<file path="src/rtl/ecap5_dwbmem_arbiter.sv">
// Two-master pipelined Wishbone arbiter in front of the DWBMEM BRAM slave port.
// Round-robin by default; define ECAP5_DWBMEM_ARB_FIXED_PRIO_EN for fixed m0 priority.
module ecap5_dwbmem_arbiter #(
  parameter int unsigned MAX_OUTSTANDING = 2
) (
  input  logic        clk_i,
  input  logic        rst_i,

  input  logic [31:0] m0_wb_adr_i,
  input  logic [31:0] m0_wb_dat_i,
  output logic [31:0] m0_wb_dat_o,
  input  logic        m0_wb_we_i,
  input  logic [3:0]  m0_wb_sel_i,
  input  logic        m0_wb_stb_i,
  input  logic        m0_wb_cyc_i,
  output logic        m0_wb_ack_o,
  output logic        m0_wb_stall_o,

  input  logic [31:0] m1_wb_adr_i,
  input  logic [31:0] m1_wb_dat_i,
  output logic [31:0] m1_wb_dat_o,
  input  logic        m1_wb_we_i,
  input  logic [3:0]  m1_wb_sel_i,
  input  logic        m1_wb_stb_i,
  input  logic        m1_wb_cyc_i,
  output logic        m1_wb_ack_o,
  output logic        m1_wb_stall_o,

  output logic [31:0] s_wb_adr_o,
  output logic [31:0] s_wb_dat_o,
  output logic        s_wb_we_o,
  output logic [3:0]  s_wb_sel_o,
  output logic        s_wb_stb_o,
  output logic        s_wb_cyc_o,
  input  logic [31:0] s_wb_dat_i,
  input  logic        s_wb_ack_i,
  input  logic        s_wb_stall_i
);

  localparam int unsigned CNT_W = $clog2(MAX_OUTSTANDING + 1);

  typedef enum logic [1:0] {
    IDLE = 2'd0,
    GNT0 = 2'd1,
    GNT1 = 2'd2
  } state_t;

  state_t             state_q, state_d;
  logic               last_q, last_d;
  logic [CNT_W-1:0]   cnt_q, cnt_d;

  logic               cnt_full;
  logic               cnt_zero;
  logic               accept;

  assign cnt_full = (cnt_q == CNT_W'(MAX_OUTSTANDING));
  assign cnt_zero = (cnt_q == '0);

  // State, last-grant and outstanding-count registers
  always_ff @(posedge clk_i or negedge rst_i) begin
    if (!rst_i) begin
      state_q <= IDLE;
      last_q  <= 1'b1;
      cnt_q   <= '0;
    end else begin
      state_q <= state_d;
      last_q  <= last_d;
      cnt_q   <= cnt_d;
    end
  end

  // Bus muxing, outstanding counter and grant/release decisions
  always_comb begin
    state_d       = state_q;
    last_d        = last_q;
    cnt_d         = cnt_q;
    accept        = 1'b0;
    s_wb_adr_o    = '0;
    s_wb_dat_o    = '0;
    s_wb_we_o     = 1'b0;
    s_wb_sel_o    = '0;
    s_wb_stb_o    = 1'b0;
    s_wb_cyc_o    = 1'b0;
    m0_wb_stall_o = 1'b1;
    m1_wb_stall_o = 1'b1;
    m0_wb_ack_o   = 1'b0;
    m1_wb_ack_o   = 1'b0;
    m0_wb_dat_o   = '0;
    m1_wb_dat_o   = '0;

    case (state_q)
      GNT0: begin
        s_wb_adr_o    = m0_wb_adr_i;
        s_wb_dat_o    = m0_wb_dat_i;
        s_wb_we_o     = m0_wb_we_i;
        s_wb_sel_o    = m0_wb_sel_i;
        s_wb_stb_o    = m0_wb_stb_i & ~cnt_full;
        s_wb_cyc_o    = m0_wb_cyc_i | ~cnt_zero;
        m0_wb_stall_o = s_wb_stall_i | cnt_full;
        m0_wb_ack_o   = s_wb_ack_i & ~cnt_zero;
        m0_wb_dat_o   = s_wb_dat_i;
      end
      GNT1: begin
        s_wb_adr_o    = m1_wb_adr_i;
        s_wb_dat_o    = m1_wb_dat_i;
        s_wb_we_o     = m1_wb_we_i;
        s_wb_sel_o    = m1_wb_sel_i;
        s_wb_stb_o    = m1_wb_stb_i & ~cnt_full;
        s_wb_cyc_o    = m1_wb_cyc_i | ~cnt_zero;
        m1_wb_stall_o = s_wb_stall_i | cnt_full;
        m1_wb_ack_o   = s_wb_ack_i & ~cnt_zero;
        m1_wb_dat_o   = s_wb_dat_i;
      end
      default: ;
    endcase

    // Simultaneous accept and ack cancel; acks with nothing in flight are dropped
    accept = s_wb_stb_o & ~s_wb_stall_i;
    if (accept && !s_wb_ack_i && !cnt_full) begin
      cnt_d = cnt_q + CNT_W'(1);
    end else if (!accept && s_wb_ack_i && !cnt_zero) begin
      cnt_d = cnt_q - CNT_W'(1);
    end

    // At handover the releasing master has dropped cyc, so priority mode only matters from IDLE
    case (state_q)
      IDLE: begin
        if (m0_wb_cyc_i && m1_wb_cyc_i) begin
`ifdef ECAP5_DWBMEM_ARB_FIXED_PRIO_EN
          state_d = GNT0;
          last_d  = 1'b0;
`else
          if (last_q) begin
            state_d = GNT0;
            last_d  = 1'b0;
          end else begin
            state_d = GNT1;
            last_d  = 1'b1;
          end
`endif
        end else if (m0_wb_cyc_i) begin
          state_d = GNT0;
          last_d  = 1'b0;
        end else if (m1_wb_cyc_i) begin
          state_d = GNT1;
          last_d  = 1'b1;
        end
      end
      GNT0: begin
        if (!m0_wb_cyc_i && (cnt_d == '0)) begin
          if (m1_wb_cyc_i) begin
            state_d = GNT1;
            last_d  = 1'b1;
          end else begin
            state_d = IDLE;
          end
        end
      end
      GNT1: begin
        if (!m1_wb_cyc_i && (cnt_d == '0)) begin
          if (m0_wb_cyc_i) begin
            state_d = GNT0;
            last_d  = 1'b0;
          end else begin
            state_d = IDLE;
          end
        end
      end
      default: state_d = IDLE;
    endcase
  end

endmodule

</file>
<file path="config.mk">
export PLATFORM = sky130hd
export DESIGN_NAME = ecap5_dwbmem_arbiter
export DESIGN_NICKNAME = d
export VERILOG_FILES = /design/src/rtl/ecap5_dwbmem_arbiter.sv
export SDC_FILE = /design/constraint.sdc
export NUM_CORES = 1
export LEC_CHECK = 0
export ABC_AREA = 1
export BUFFER_PORTS_ARGS = -buffer_cell sky130_fd_sc_hd__buf_2
export CORE_AREA = 3 3 122 124
export CTS_CLUSTER_DIAMETER = 120
export DETAILED_ROUTE_END_ITERATION = 10
export DIE_AREA = 0 0 125 127
export PLACE_DENSITY_LB_ADDON = 0.12
export SYNTH_ARGS = -nofsm -noshare
export SYNTH_HDL_FRONTEND = slang
export SYNTH_SLANG_ARGS = --single-unit
</file>
<file path="constraint.sdc">
create_clock -name clk_i -period 2.2 [get_ports clk_i]
set_clock_uncertainty 0.1 [all_clocks]
set_input_delay 0.22 -clock clk_i [delete_from_list [all_inputs] [get_ports clk_i]]
set_output_delay 0.22 -clock clk_i [all_outputs]
set_load 0.05 [all_outputs]
</file>
==> flow_metrics.py <==
metrics = {
    "run_status": {
        "run_status": "finished clean",
    },
    "pwr": {
        "p_int_uw": 2140,
        "p_comb_share_pct": 92.9,
        "pwr-share-seq_pct": 2.7,
        "power.switching_uw": 4750,
        "power_density_mw_per_mm2": 1550,
        "leakage_uw": 0.00277,
        "netSwitchingFraction_pct": 68.9,
        "irDropWorstVdd_mv": 0.491,
        "clockPowerShare_pct": 4.5,
    },
    "route": {
        "drc_errors": 0,
        "vias_per_cell": 4.05,
        "dr_total_vias": 3762,
        "routed_wl_um": 12700,
        "dr.pass1.iters": 4,
        "wl_per_cell_um": 13.7,
        "drt_iter0_markers": 146,
        "route.antenna.remaining_nets": 0,
    },
    "sta": {
        "report.final.slew_viol_count": 0,
        "rsz0062_at_grt": "no",
        "hold_viol": 0,
        "fin_crit_sh_pct": 94.0,
        "slew_headroom_pct": 81.4,
        "setup_viol": 0,
        "fmax_mhz": 484,
        "fin_tns_setup_ns": 0,
        "worst_slew_pin_slew_ns": 0.282,
        "worst_slack_ns": 0.132,
        "fin_crit_ns": 2.07,
    },
    "logic_synthesis": {
        "yosys_warnings": 0,
        "syn-instance-count": 447,
        "syn_avg_cell_area_um2": 4.57,
        "syn_area_mm2": 0.00204,
        "ys_seq_elements": 5,
        "syn-num-nets": 632,
        "ys_types": 25,
        "ys_seq_area_share_pct": 6.19,
    },
    "cells_and_area": {
        "multiInputGateArea_mm2": 0.00175,
        "final_net_count": 935,
        "final_area_mm2": 0.00446,
        "final_cell_count_no_fill": 929,
        "n_fill_cell": 1558,
        "drive_gt1_share_pct": 55.5,
        "antenna_cells": 0,
        "fin_util_pct": 32.1,
        "area_growth_pct": 118,
        "regArea_um2": 128,
    },
    "critical_path": {
        "slowest_stage": "dfrtp_2",
        "crit_path_cell_trace": "inv_2 > ha_4 > buf_12 > nand2_1 > a21oi_2 > buf_2",
        "path_buf_inv": 3,
        "path_depth": 6,
        "worstPathMaxFanout": 22,
        "start_kind": "flop",
        "critPathTopFamily": "buffers and inverters",
        "cp-end-kind": "primary output",
        "reg2reg_slack_ns": 0.27,
        "max_stage_delay_ns": 0.44,
        "timing.rr.end": "state_q[1]",
        "criticalPathCategory": "reg2out",
        "required_ns": 1.88,
        "r2r_cells": 13,
        "cp_data_arrival_time_ns": 1.75,
        "timing.rr.start": "state_q[1]",
        "critPathCapture": "s_wb_sel_o[3]",
        "crit_start": "state_q[1]",
    },
    "grt": {
        "antenna_found_initial": 1,
        "track_usage_pct": 14.1,
        "gr-total-overflow": 0,
        "grt_pass1_vias": 3700,
        "grt_max_degree": 61,
        "grt_pass1_wl_um": 18900,
    },
    "die": {
        "die_area_mm2": 0.0159,
        "start_util_pct": 14.7,
        "die_h_um": 127,
        "io_pins": 317,
        "core-area_mm2": 0.0139,
        "die_w_um": 125,
        "rows": 43,
    },
    "clock_tree": {
        "root_buffer": "clkbuf_16",
        "htreeDepth": 1,
        "clk_path_buf_depth": 2,
        "cts_tree": "done",
        "numCtsBuffers": 3,
        "cts.clk_slew.worst_paths_ns": 0.04,
        "cts.sinks": 5,
        "clk_latency_ns": 0.23,
    },
    "placed_design": {
        "dp_hpwl_um": 10500,
        "post-place-cells": 921,
        "place_congestion": 0.897,
        "placed_area_mm2": 0.00417,
        "pre_cts_slack_ns": 0.122,
        "port_buffers": 316,
    },
    "hold_path": {
        "hold_path_class": "in2async",
    },
    "flow_run": {
        "max_cap_violations": 0,
    },
}
==> state kept, by name (all words and copies together), names as in the netlist <==
name,cells
last_q,1
state_q,2
cnt_q,2
==> synth_stat cells (all sizes together) <==
cell type | number | area, µm²
nand2 | 224 | 851
inv | 81 | 304
a21oi | 71 | 355
clkbuf | 20 | 75.1
buf | 10 | 48.8
ha | 7 | 87.6
nand3 | 7 | 50.1
nor2 | 7 | 41.3
nand4 | 5 | 37.5
dfrtp | 4 | 100
o21ai | 3 | 15.0
a22oi | 2 | 15.0
a31oi | 1 | 6.26
clkinv | 1 | 3.75
dfstp | 1 | 26.3
nor3 | 1 | 5.00
nor3b | 1 | 12.5
or2 | 1 | 6.26
==> routing by layer <==
layer	vias to the layer above	part of all wire (%)	GRT usage [%]
met5	-	0.16	0
met4	2	2.2	3.19
met3	23	7.6	3.47
met2	163	53	27.1
met1	1633	37	15.7
li1	1941	-	-
==> layout by cell type (no fill, tap or decap), types with 2 or more instances in the layout <==
| master | count |
|---|---|
| nand3_1 | 4 |
| ha_1 | 3 |
| nor2_4 | 2 |
| buf_4 | 11 |
| nand2_2 | 4 |
| nor2_1 | 5 |
| ha_4 | 3 |
| nand4_1 | 4 |
| nand3_2 | 3 |
| a21oi_1 | 12 |
| a22oi_1 | 2 |
| clkbuf_16 | 6 |
| buf_2 | 280 |
| clkbuf_4 | 21 |
| inv_2 | 9 |
| nand2_1 | 220 |
| inv_1 | 71 |
| buf_12 | 10 |
| o21ai_0 | 3 |
| dfrtp_1 | 3 |
| a21oi_2 | 59 |
==> how the worst min path moves through the flow <==
stage	from	slack (ns)	cells after the start	endpoint
finish	rst_i	0.24	2	state_q[0]
floorplan	rst_i	-0.18	0	cnt_q[0]
global placement	rst_i	-0.05	1	cnt_q[0]
global route	rst_i	0.27	2	state_q[0]
CTS	rst_i	0.24	2	state_q[1]
detailed placement	rst_i	-0.05	1	cnt_q[0]
==> power by group through the flow <==
stage          registers [µW]  clock network [µW]  logic (µW)
6_report                  183                 308        6400
5_1_grt                   189                 321        6830
4_1_cts                   176                 312        6160
3_5_place_dp              177                   0        6080
3_3_place_gp              183                   0        6060
2_1_floorplan             171                   0        4470
==> cell type report <==
type	count	share of cell area (%)
repair buffers	328	44.1
multi-input cells	330	39.3
inverters	82	6.96
well taps	180	5.05
flip-flops and latches	5	2.86
clock buffers	4	1.77
==> per-stage QoR <==
step | total power, µW | hold slack (ns)
finish | 6890 | 0.240
CTS | 6650 | 0.244
detailed placement | 6250 | -0.0470
global route | 7340 | 0.272
global placement | 6240 | -0.0542
floorplan | 4640 | -0.176
==> kinds of logic after synthesis <==
logic type,after synthesis,synth area share (%)
AOI/OAI and AO/OA,77,19.2
adders and majority gates,7,4.29
buffers and inverters,112,21.2
DFF,5,6.19
and+or+nand+nor,246,49.2
==> what timing repair did <==
action / CTS / global route
pin swaps: 0 / 1
cloned: 0 / 3
hold endpoints to repair: 5 / 0
hold buffers: 1 / 0
endpoints found under the setup margin: 69 / 77
setup buffers: 0 / 0
resized for setup: 9 / 37
Note: power is estimated with default switching activity, not from simulation.
